**src/rtl/parity_stream_pkg.sv**
```systemverilog
// Shared types and defaults for the streaming parity block.
// Contents: parity mode encoding, frame FSM state type, default widths.
package parity_pkg;

  typedef enum logic {
    PAR_EVEN = 1'b0,
    PAR_ODD  = 1'b1
  } par_mode_e;

  typedef enum logic {
    IDLE     = 1'b0,
    IN_FRAME = 1'b1
  } frame_state_e;

  localparam int unsigned PAR_DATA_W_DEF = 8;
  localparam int unsigned PAR_CNT_W_DEF  = 16;

endpackage

```
**src/rtl/parity_stream_if.sv**
```systemverilog
// Handshake/data bundle for parity_stream.
// Input side : odd_sel, chk_mode, in_valid/in_ready, in_data, in_par, in_last.
// Output side: out_valid/out_ready, out_data, out_par, out_err, out_last,
//              out_frame_par.
// Modports: master = word source and result consumer, slave = parity_stream.
interface parity_stream_if
  import parity_pkg::*;
#(
  parameter int unsigned DATA_W = PAR_DATA_W_DEF
) ();

  logic              odd_sel;
  logic              chk_mode;
  logic              in_valid;
  logic              in_ready;
  logic [DATA_W-1:0] in_data;
  logic              in_par;
  logic              in_last;
  logic              out_valid;
  logic              out_ready;
  logic [DATA_W-1:0] out_data;
  logic              out_par;
  logic              out_err;
  logic              out_last;
  logic              out_frame_par;

  modport master (
    output odd_sel, chk_mode, in_valid, in_data, in_par, in_last, out_ready,
    input  in_ready, out_valid, out_data, out_par, out_err, out_last,
           out_frame_par
  );

  modport slave (
    input  odd_sel, chk_mode, in_valid, in_data, in_par, in_last, out_ready,
    output in_ready, out_valid, out_data, out_par, out_err, out_last,
           out_frame_par
  );

endinterface

```
**src/rtl/parity_stream_reduce.sv**
```systemverilog
// parity_reduce: combinational XOR-reduce of a DATA_W-bit word, optionally
// inverted by odd_sel_i (odd parity).
// Ports: data_i (DATA_W) word, odd_sel_i inversion, par_o parity bit.
module parity_reduce
  import parity_pkg::*;
#(
  parameter int unsigned DATA_W = PAR_DATA_W_DEF
) (
  input  logic [DATA_W-1:0] data_i,
  input  logic              odd_sel_i,
  output logic              par_o
);

  assign par_o = (^data_i) ^ odd_sel_i;

endmodule

```
**src/rtl/parity_stream.sv**
```systemverilog
// parity_stream: streaming per-word and per-frame parity generator/checker
// with a single registered output stage and valid/ready flow control.
// Ports:
//   clk, rst  - rising-edge clock, synchronous active-high reset
//   bus       - parity_stream_if.slave (input word handshake + result handshake)
//   err_cnt   - saturating count of handshaken out_err results; exists only
//               when PARITY_ERR_CNT_EN is defined
// Parameters: DATA_W word width (1..64), FRAME_EN frame parity enable,
//   CNT_W error counter width.
// Build option: `define PARITY_ERR_CNT_EN adds the err_cnt port and counter.
module parity_stream
  import parity_pkg::*;
#(
  parameter int unsigned DATA_W   = PAR_DATA_W_DEF,
  parameter bit          FRAME_EN = 1'b1,
  parameter int unsigned CNT_W    = PAR_CNT_W_DEF
) (
  input  logic                 clk,
  input  logic                 rst,
  parity_stream_if.slave       bus
`ifdef PARITY_ERR_CNT_EN
  ,
  output logic [CNT_W-1:0]     err_cnt
`endif
);

  if (DATA_W < 1 || DATA_W > 64) begin : g_bad_data_w
    $error("parity_stream: DATA_W must be in 1..64");
  end
  if (CNT_W < 1) begin : g_bad_cnt_w
    $error("parity_stream: CNT_W must be at least 1");
  end

  par_mode_e         mode;
  logic              odd;
  logic              accept;
  logic              word_par;
  logic              data_xor;

  frame_state_e      state_q, state_d;
  logic              acc_q, acc_d;
  logic              out_valid_q, out_valid_d;
  logic [DATA_W-1:0] out_data_q, out_data_d;
  logic              out_par_q, out_par_d;
  logic              out_err_q, out_err_d;
  logic              out_last_q, out_last_d;
  logic              out_fpar_q, out_fpar_d;

  assign mode = par_mode_e'(bus.odd_sel);
  assign odd  = (mode == PAR_ODD);

  assign bus.in_ready = !out_valid_q || bus.out_ready;
  assign accept       = bus.in_valid && bus.in_ready;

  parity_reduce #(.DATA_W(DATA_W)) u_word_par (
    .data_i    (bus.in_data),
    .odd_sel_i (odd),
    .par_o     (word_par)
  );

  parity_reduce #(.DATA_W(DATA_W)) u_frame_xor (
    .data_i    (bus.in_data),
    .odd_sel_i (1'b0),
    .par_o     (data_xor)
  );

  always_comb begin
    state_d     = state_q;
    acc_d       = acc_q;
    out_valid_d = out_valid_q;
    out_data_d  = out_data_q;
    out_par_d   = out_par_q;
    out_err_d   = out_err_q;
    out_last_d  = out_last_q;
    out_fpar_d  = out_fpar_q;

    if (accept) begin
      out_valid_d = 1'b1;
      out_data_d  = bus.in_data;
      out_par_d   = word_par;
      out_err_d   = bus.chk_mode && (word_par != bus.in_par);
      out_last_d  = bus.in_last;
      out_fpar_d  = FRAME_EN ? (acc_q ^ data_xor ^ odd) : 1'b0;

      if (bus.in_last) begin
        state_d = IDLE;
        acc_d   = 1'b0;
      end else begin
        state_d = IN_FRAME;
        // IDLE guarantees acc_q == 0, so the first word seeds the accumulator.
        acc_d   = (state_q == IDLE) ? data_xor : (acc_q ^ data_xor);
      end
    end else if (bus.out_ready) begin
      out_valid_d = 1'b0;
    end
  end

  always_ff @(posedge clk) begin
    if (rst) begin
      state_q     <= IDLE;
      acc_q       <= 1'b0;
      out_valid_q <= 1'b0;
      out_data_q  <= '0;
      out_par_q   <= 1'b0;
      out_err_q   <= 1'b0;
      out_last_q  <= 1'b0;
      out_fpar_q  <= 1'b0;
    end else begin
      state_q     <= state_d;
      acc_q       <= acc_d;
      out_valid_q <= out_valid_d;
      out_data_q  <= out_data_d;
      out_par_q   <= out_par_d;
      out_err_q   <= out_err_d;
      out_last_q  <= out_last_d;
      out_fpar_q  <= out_fpar_d;
    end
  end

  assign bus.out_valid     = out_valid_q;
  assign bus.out_data      = out_data_q;
  assign bus.out_par       = out_par_q;
  assign bus.out_err       = out_err_q;
  assign bus.out_last      = out_last_q;
  assign bus.out_frame_par = out_fpar_q;

`ifdef PARITY_ERR_CNT_EN
  logic [CNT_W-1:0] err_cnt_q, err_cnt_d;

  // Counts on result completion, not on acceptance, so stalled results
  // are counted exactly once.
  always_comb begin
    err_cnt_d = err_cnt_q;
    if (out_valid_q && bus.out_ready && out_err_q && (err_cnt_q != '1)) begin
      err_cnt_d = err_cnt_q + CNT_W'(1);
    end
  end

  always_ff @(posedge clk) begin
    if (rst) begin
      err_cnt_q <= '0;
    end else begin
      err_cnt_q <= err_cnt_d;
    end
  end

  assign err_cnt = err_cnt_q;
`endif

endmodule
```
**src/flat_wrapper.sv**
```systemverilog
// flat-port wrapper written by rule: the top's interface ports become plain ports
module parity_stream_flat import parity_pkg::*;
#(
  parameter int unsigned DATA_W   = PAR_DATA_W_DEF,
  parameter bit          FRAME_EN = 1'b1,
  parameter int unsigned CNT_W    = PAR_CNT_W_DEF
)
  (clk, rst, bus_odd_sel, bus_chk_mode, bus_in_valid, bus_in_data, bus_in_par, bus_in_last, bus_out_ready, bus_in_ready, bus_out_valid, bus_out_data, bus_out_par, bus_out_err, bus_out_last, bus_out_frame_par);
  parity_stream_if #(.DATA_W(DATA_W)) bus_i ();
  input  logic clk;
  input  logic rst;
  input wire logic [$bits(bus_i.odd_sel)-1:0] bus_odd_sel;
  input wire logic [$bits(bus_i.chk_mode)-1:0] bus_chk_mode;
  input wire logic [$bits(bus_i.in_valid)-1:0] bus_in_valid;
  input wire logic [$bits(bus_i.in_data)-1:0] bus_in_data;
  input wire logic [$bits(bus_i.in_par)-1:0] bus_in_par;
  input wire logic [$bits(bus_i.in_last)-1:0] bus_in_last;
  input wire logic [$bits(bus_i.out_ready)-1:0] bus_out_ready;
  output wire logic [$bits(bus_i.in_ready)-1:0] bus_in_ready;
  output wire logic [$bits(bus_i.out_valid)-1:0] bus_out_valid;
  output wire logic [$bits(bus_i.out_data)-1:0] bus_out_data;
  output wire logic [$bits(bus_i.out_par)-1:0] bus_out_par;
  output wire logic [$bits(bus_i.out_err)-1:0] bus_out_err;
  output wire logic [$bits(bus_i.out_last)-1:0] bus_out_last;
  output wire logic [$bits(bus_i.out_frame_par)-1:0] bus_out_frame_par;
  assign bus_i.odd_sel = bus_odd_sel;
  assign bus_i.chk_mode = bus_chk_mode;
  assign bus_i.in_valid = bus_in_valid;
  assign bus_i.in_data = bus_in_data;
  assign bus_i.in_par = bus_in_par;
  assign bus_i.in_last = bus_in_last;
  assign bus_i.out_ready = bus_out_ready;
  assign bus_in_ready = bus_i.in_ready;
  assign bus_out_valid = bus_i.out_valid;
  assign bus_out_data = bus_i.out_data;
  assign bus_out_par = bus_i.out_par;
  assign bus_out_err = bus_i.out_err;
  assign bus_out_last = bus_i.out_last;
  assign bus_out_frame_par = bus_i.out_frame_par;
  parity_stream #(.DATA_W(DATA_W), .FRAME_EN(FRAME_EN), .CNT_W(CNT_W)) u_core (.clk(clk), .rst(rst), .bus(bus_i));
endmodule
```
**config.mk**
```make
export PLATFORM = sky130hd
export DESIGN_NAME = parity_stream_flat
export DESIGN_NICKNAME = d
export VERILOG_FILES = /design/src/rtl/parity_stream_pkg.sv /design/src/rtl/parity_stream_if.sv /design/src/rtl/parity_stream_reduce.sv /design/src/rtl/parity_stream.sv /design/src/flat_wrapper.sv
export SDC_FILE = /design/constraint.sdc
export NUM_CORES = 1
export LEC_CHECK = 0
export ABC_AREA = 1
export BUFFER_PORTS_ARGS = -buffer_cell sky130_fd_sc_hd__buf_2
export CAP_MARGIN = 15
export CORE_MARGIN = 2
export CORE_UTILIZATION = 45
export CTS_BUF_LIST = sky130_fd_sc_hd__clkbuf_16
export DETAILED_ROUTE_END_ITERATION = 10
export PLACE_DENSITY = 0.83
export SLEW_MARGIN = 20
export SYNTH_ARGS = -nofsm -noshare
export SYNTH_HDL_FRONTEND = slang
export SYNTH_SLANG_ARGS = --single-unit
```
**constraint.sdc**
```tcl
create_clock -name clk -period 1.95 [get_ports clk]
set_input_delay 0 -clock clk [delete_from_list [all_inputs] [get_ports clk]]
set_output_delay 0 -clock clk [all_outputs]
set_load 0.05 [all_outputs]
```
# [Word-level counts from Yosys, hierarchy flattened]
# Index checks and enable logic that the tools add are counted.
[totals] out_inout_bits=14 word_cells=23 register_bits=15 in_bits=16
[classes] n_eq_ne=1 mux=5 bitwise_logic=3 reduce_logical=6
[ops] cell="XOR reduction 8 bit" count=1
[ops] cell="2-to-1 mux 1 bit" count=5
[ops] cell="XOR 1 bit" count=3
[ops] cell="logical AND 1 bit" count=2
[ops] cell="nonzero test 2 bit" count=1
[ops] cell="zero test 1 bit" count=1
[ops] cell="logical OR 1 bit" count=1
[ops] cell="!= test 1 bit" count=1

# [Depth between registers and ports, before layout]
[logic_depth] depth_word=4 ltp_mapped=14 ltp_nobuf=14

# [By module]
# A second synthesis with hierarchy kept.
[hier_totals] hier_cells=164 area_unflattened_um2=979.7
[modules_own_cells] module="parity_stream" cells_per_inst=88 instances=1 area_per_inst_um2=651.9
[modules_own_cells] module="parity_reduce" cells_per_inst=38 instances=2 area_per_inst_um2=163.9

# [Least setup slack after synthesis]
# No wires, ideal clock.
[synth_timing] path_type="register to register" from="register u_core.out_valid_q, in the netlist u_core.bus.out_valid" to="register u_core.out_par_q, in the netlist u_core.bus.out_par" slack_ns=0.043 required_time_ns=1.841 setup_time_ns=0.109 period_less_slack_ns=1.907 arrival_time_ns=1.798 stages_incl_launch_ff=9 path_cell_list="dfxtp_1 > nand2_1 > nand2_1 > inv_1 > buf_2 > nor2_1 > nor2_1 > nand2_1 > inv_1"
[synth_between] elab_chain_len=3
[synth_rtl] item="from (decl)" line_no="parity_stream.sv:42" rtl="logic out_valid_q, out_valid_d;"
[synth_rtl] item="from (signal assigned)" line_no="parity_stream.sv:111" rtl="out_valid_q <= out_valid_d;"
[synth_rtl] item="zero test 1 bit" line_no="parity_stream.sv:52" rtl="assign bus.in_ready = !out_valid_q || bus.out_ready;"
[synth_rtl] item="logical OR 1 bit" line_no="parity_stream.sv:52"
[synth_rtl] item="named net bus_in_ready" line_no="flat_wrapper.sv:19" rtl="output wire logic [$bits(bus_i.in_ready)-1:0] bus_in_ready;"
[synth_rtl] item="logical AND 1 bit" line_no="parity_stream.sv:53" rtl="assign accept = bus.in_valid && bus.in_ready;"
[synth_rtl] item="to (signal assigned)" line_no="parity_stream.sv:113" rtl="out_par_q <= out_par_d;"
[synth_rtl] item="to (decl)" line_no="parity_stream.sv:44" rtl="logic out_par_q, out_par_d;"
# The timed path passes the listed nets, and every way through them passes these cells.
# A chain may end at the register's enable or synchronous reset.

# [Final worst setup path]
[layout_timing] from="register u_core.out_valid_q, in the netlist u_core.bus.out_valid" to="register u_core.out_data_q[0], in the netlist u_core.bus.out_data[0]"
[layout_between] elab_chain_len=3
[layout_rtl] item="zero test 1 bit" line_no="parity_stream.sv:52"
[layout_rtl] item="logical OR 1 bit" line_no="parity_stream.sv:52"
[layout_rtl] item="logical AND 1 bit" line_no="parity_stream.sv:53"
[layout_rtl] item="to (signal assigned)" line_no="parity_stream.sv:112" rtl="out_data_q <= out_data_d;"
[layout_rtl] item="to (decl)" line_no="parity_stream.sv:43" rtl="logic [DATA_W-1:0] out_data_q, out_data_d;"
# No other way between the ends.

==> flow_summary.ini <==
[layout]
layout-drive-gt1-share_pct = 32.3
area_delta_synth_final_pct = 27.9
multi_input_area_sq_um = 475
diodes = 0
fillCellCount = 171
ff_latch_area_sq_um = 300
nets = 178

[clock_tree]
cts_resized = 0
root_buffer = clkbuf_16
ctsHoldBuffers = 0
numCtsBuffers = 3
clk_pin_slew_ns = 0.05
cts_htree_levels = 1
clk_latency_ns = 0.24
cts_tree = done
cts.sinks = 15
post_cts_buffers = 0
clock_path_buffers = 2

[logic_synthesis]
synth_area_sq_um = 865
yosys-top-cells-count = nand2_1, nor2_1, dfxtp_1, inv_1
synth_edf_count = 0
synth.avg_cell_area_sq_um = 6.60
synthFlopType = dfxtp_1
synth_async_sr_flop_share_pct = 0
ys_ff_latch = 15
postSynthNetCount = 147
yosys-top-cells-area = dfxtp_1, nand2_1, nor2_1, a211oi_1, inv_1
ys_seq_area_share_pct = 34.7
post-synth-top-count-cell = nand2_1
syn_inst = 131
yosysTopAreaCell = dfxtp_1
synth.distinct_cells = 21
synth_top_area_share_pct = 34.7
ys_warn_count = 0

[floorplan]
num_rows = 15
die_h_microns = 47.8
coreArea_sq_um = 1760
initial_core_util_pct = 49.0
dieArea_sq_um = 2290
die_x_microns = 47.8
pin_count = 30

[placed_design]
routabilityCongestion = 0.717
hpwl_microns = 1420
io_buffer_count = 29
preCtsSetupSlack_ns = 0.596

[timing]
timing.setup.tns_ns = 0
fin_crit_sh_pct = 71.2
hold_viol = 0
fin_crit_ns = 1.39
rsz0062_at_grt = false
worstMarginPinSlew_ns = 0.551
drv_slew = 0
max_freq_ghz = 0.720
relSlewSlack_pct = 63.2
fin_skew_ns = 0.00239
finalSetupViolCount = 0
timing.final.ws_setup_ns = 0.562

[worst_setup_path]
crit_path_end_kind = flip-flop
cp.arrival_ns = 1.53
start_kind = flip-flop
crit_fanout = 21
worstPathRequired_ns = 2.09
path_class = flip-flop to flip-flop

[detailed_routing]
first_pass_iters = 4
drcViolationCount = 0
via_per_inst = 4.73
highest_layer = met4
first_iter_violations = 5
finalWirelength_microns = 1750
wl_met3_microns = 98
vias = 880
antenna_left = 0
drt-met1-wl_microns = 680
wl_per_cell_microns = 9.39
routed-wl-met2_microns = 948

[power]
p_switching_uw = 309
total_power_uw = 988
p_int_uw = 679
seqPwrFrac_pct = 34.7
vdd_drop_max_mv = 0.412
p_per_area_nw_per_um2 = 894
p_clk_share_pct = 38.5
p_leak_nw = 0.618
p_comb_share_pct = 26.8
switching_share_pct = 31.3

[global_routing]
antenna_found_initial = 0
grt_pass1_wl_microns = 2930
grt_overflow = 0
grt_pass1_vias = 775
grt_max_degree = 22
grtUsageTotal_pct = 17.6

[flow_run]
max_cap_viol_count = 0

[status]
outcome = finished clean

[hold_path]
hold_class = input port to flip-flop
-- placed cells by master (no fill, tap or decap), types with 2 or more instances in the layout --
cell type | synthesis | final
nand2_1 | 35 | 35
inv_2 | 4 | 4
inv_1 | 15 | 16
buf_2 | 2 | 29
nand3_1 | 8 | 8
nand2_2 | 7 | 7
a21oi_1 | 3 | 3
clkbuf_16 | 0 | 3
nand3_2 | 2 | 2
a211oi_1 | 8 | 8
dfxtp_1 | 15 | 15
nor2_1 | 20 | 20
nand2_4 | 3 | 3
-- power groups by stage --
stage          logic [mW]  registers (mW)  clock network (mW)
3_3_place_gp        0.258           0.349                   0
5_1_grt             0.293           0.346               0.409
4_1_cts             0.267           0.344               0.386
6_report            0.264           0.343               0.381
3_5_place_dp        0.265           0.349                   0
2_1_floorplan       0.129           0.423                   0
-- logic make-up (layout without fill, tap and decap cells) --
logic type                after synthesis  count (layout)  synth area share [%]
buffers and inverters                  23              53                  10.3
AOI/OAI and AO/OA                      13              13                  10.7
and+or+nand+nor                        79              79                  43.3
xor gates and xnor gates                1               1                  1.01
DFF                                    15              15                  34.7
-- critical path, cell delays in order (launching register included) --
cell and delay (ns):
dfxtp_1 0.30, nand2_1 0.09, nand2_1 0.15, inv_1 0.46, nor2_1 0.09, a211oi_1 0.20
-- flip-flops by register name, indices dropped and copies added (netlist names) --
register and count:
u_core.bus.out_data 8, u_core.bus.out_valid 1, u_core.bus.out_frame_par 1, u_core.acc_q 1
u_core.bus.out_par 1, u_core.bus.out_last 1, u_core.state_q 1, u_core.bus.out_err 1
-- final timing paths --
path | startpoint | endpoint | slack [ns] | depth (start not counted)
hold reg to reg | u_core.bus.out_err | u_core.bus.out_err | 0.48 | 2
hold / removal | bus_in_last | u_core.state_q | 0.04 | 4
setup reg to reg | u_core.bus.out_valid | u_core.bus.out_data[0] | 0.56 | 5
setup / recovery | u_core.bus.out_valid | u_core.bus.out_data[0] | 0.56 | 5
-- per-stage QoR --
step / cells / util (%) / cell area, sq um / hold WS (ns)
4_1_cts: 186 / 62.7 / 1110 / 0.0399
2_1_floorplan: 131 / - / 865 / 0.0785
3_5_place_dp: 182 / 58.2 / 1030 / 0.289
6_report: 186 / 62.7 / 1110 / 0.0361
3_3_place_gp: 182 / 58.2 / 1030 / 0.276
5_1_grt: 186 / 62.7 / 1110 / 0.0481
-- final cells by class --
class                           instances  area share [%]
Multi-Input combinational cell         93            43.0
Sequential cell                        15            27.1
Timing Repair Buffer                   29            13.1
Clock buffer                            3            6.79
Inverter                               20            6.79
Tap cell                               25            2.83
Clock inverter                          1           0.339
-- layer usage --
metal,track usage (%),up-vias
li1,-,470
met1,19.6,385
met2,33.9,23
met3,2.64,2
met4,4.86,0
met5,0,-
Note: power is estimated with default switching activity, not from simulation.
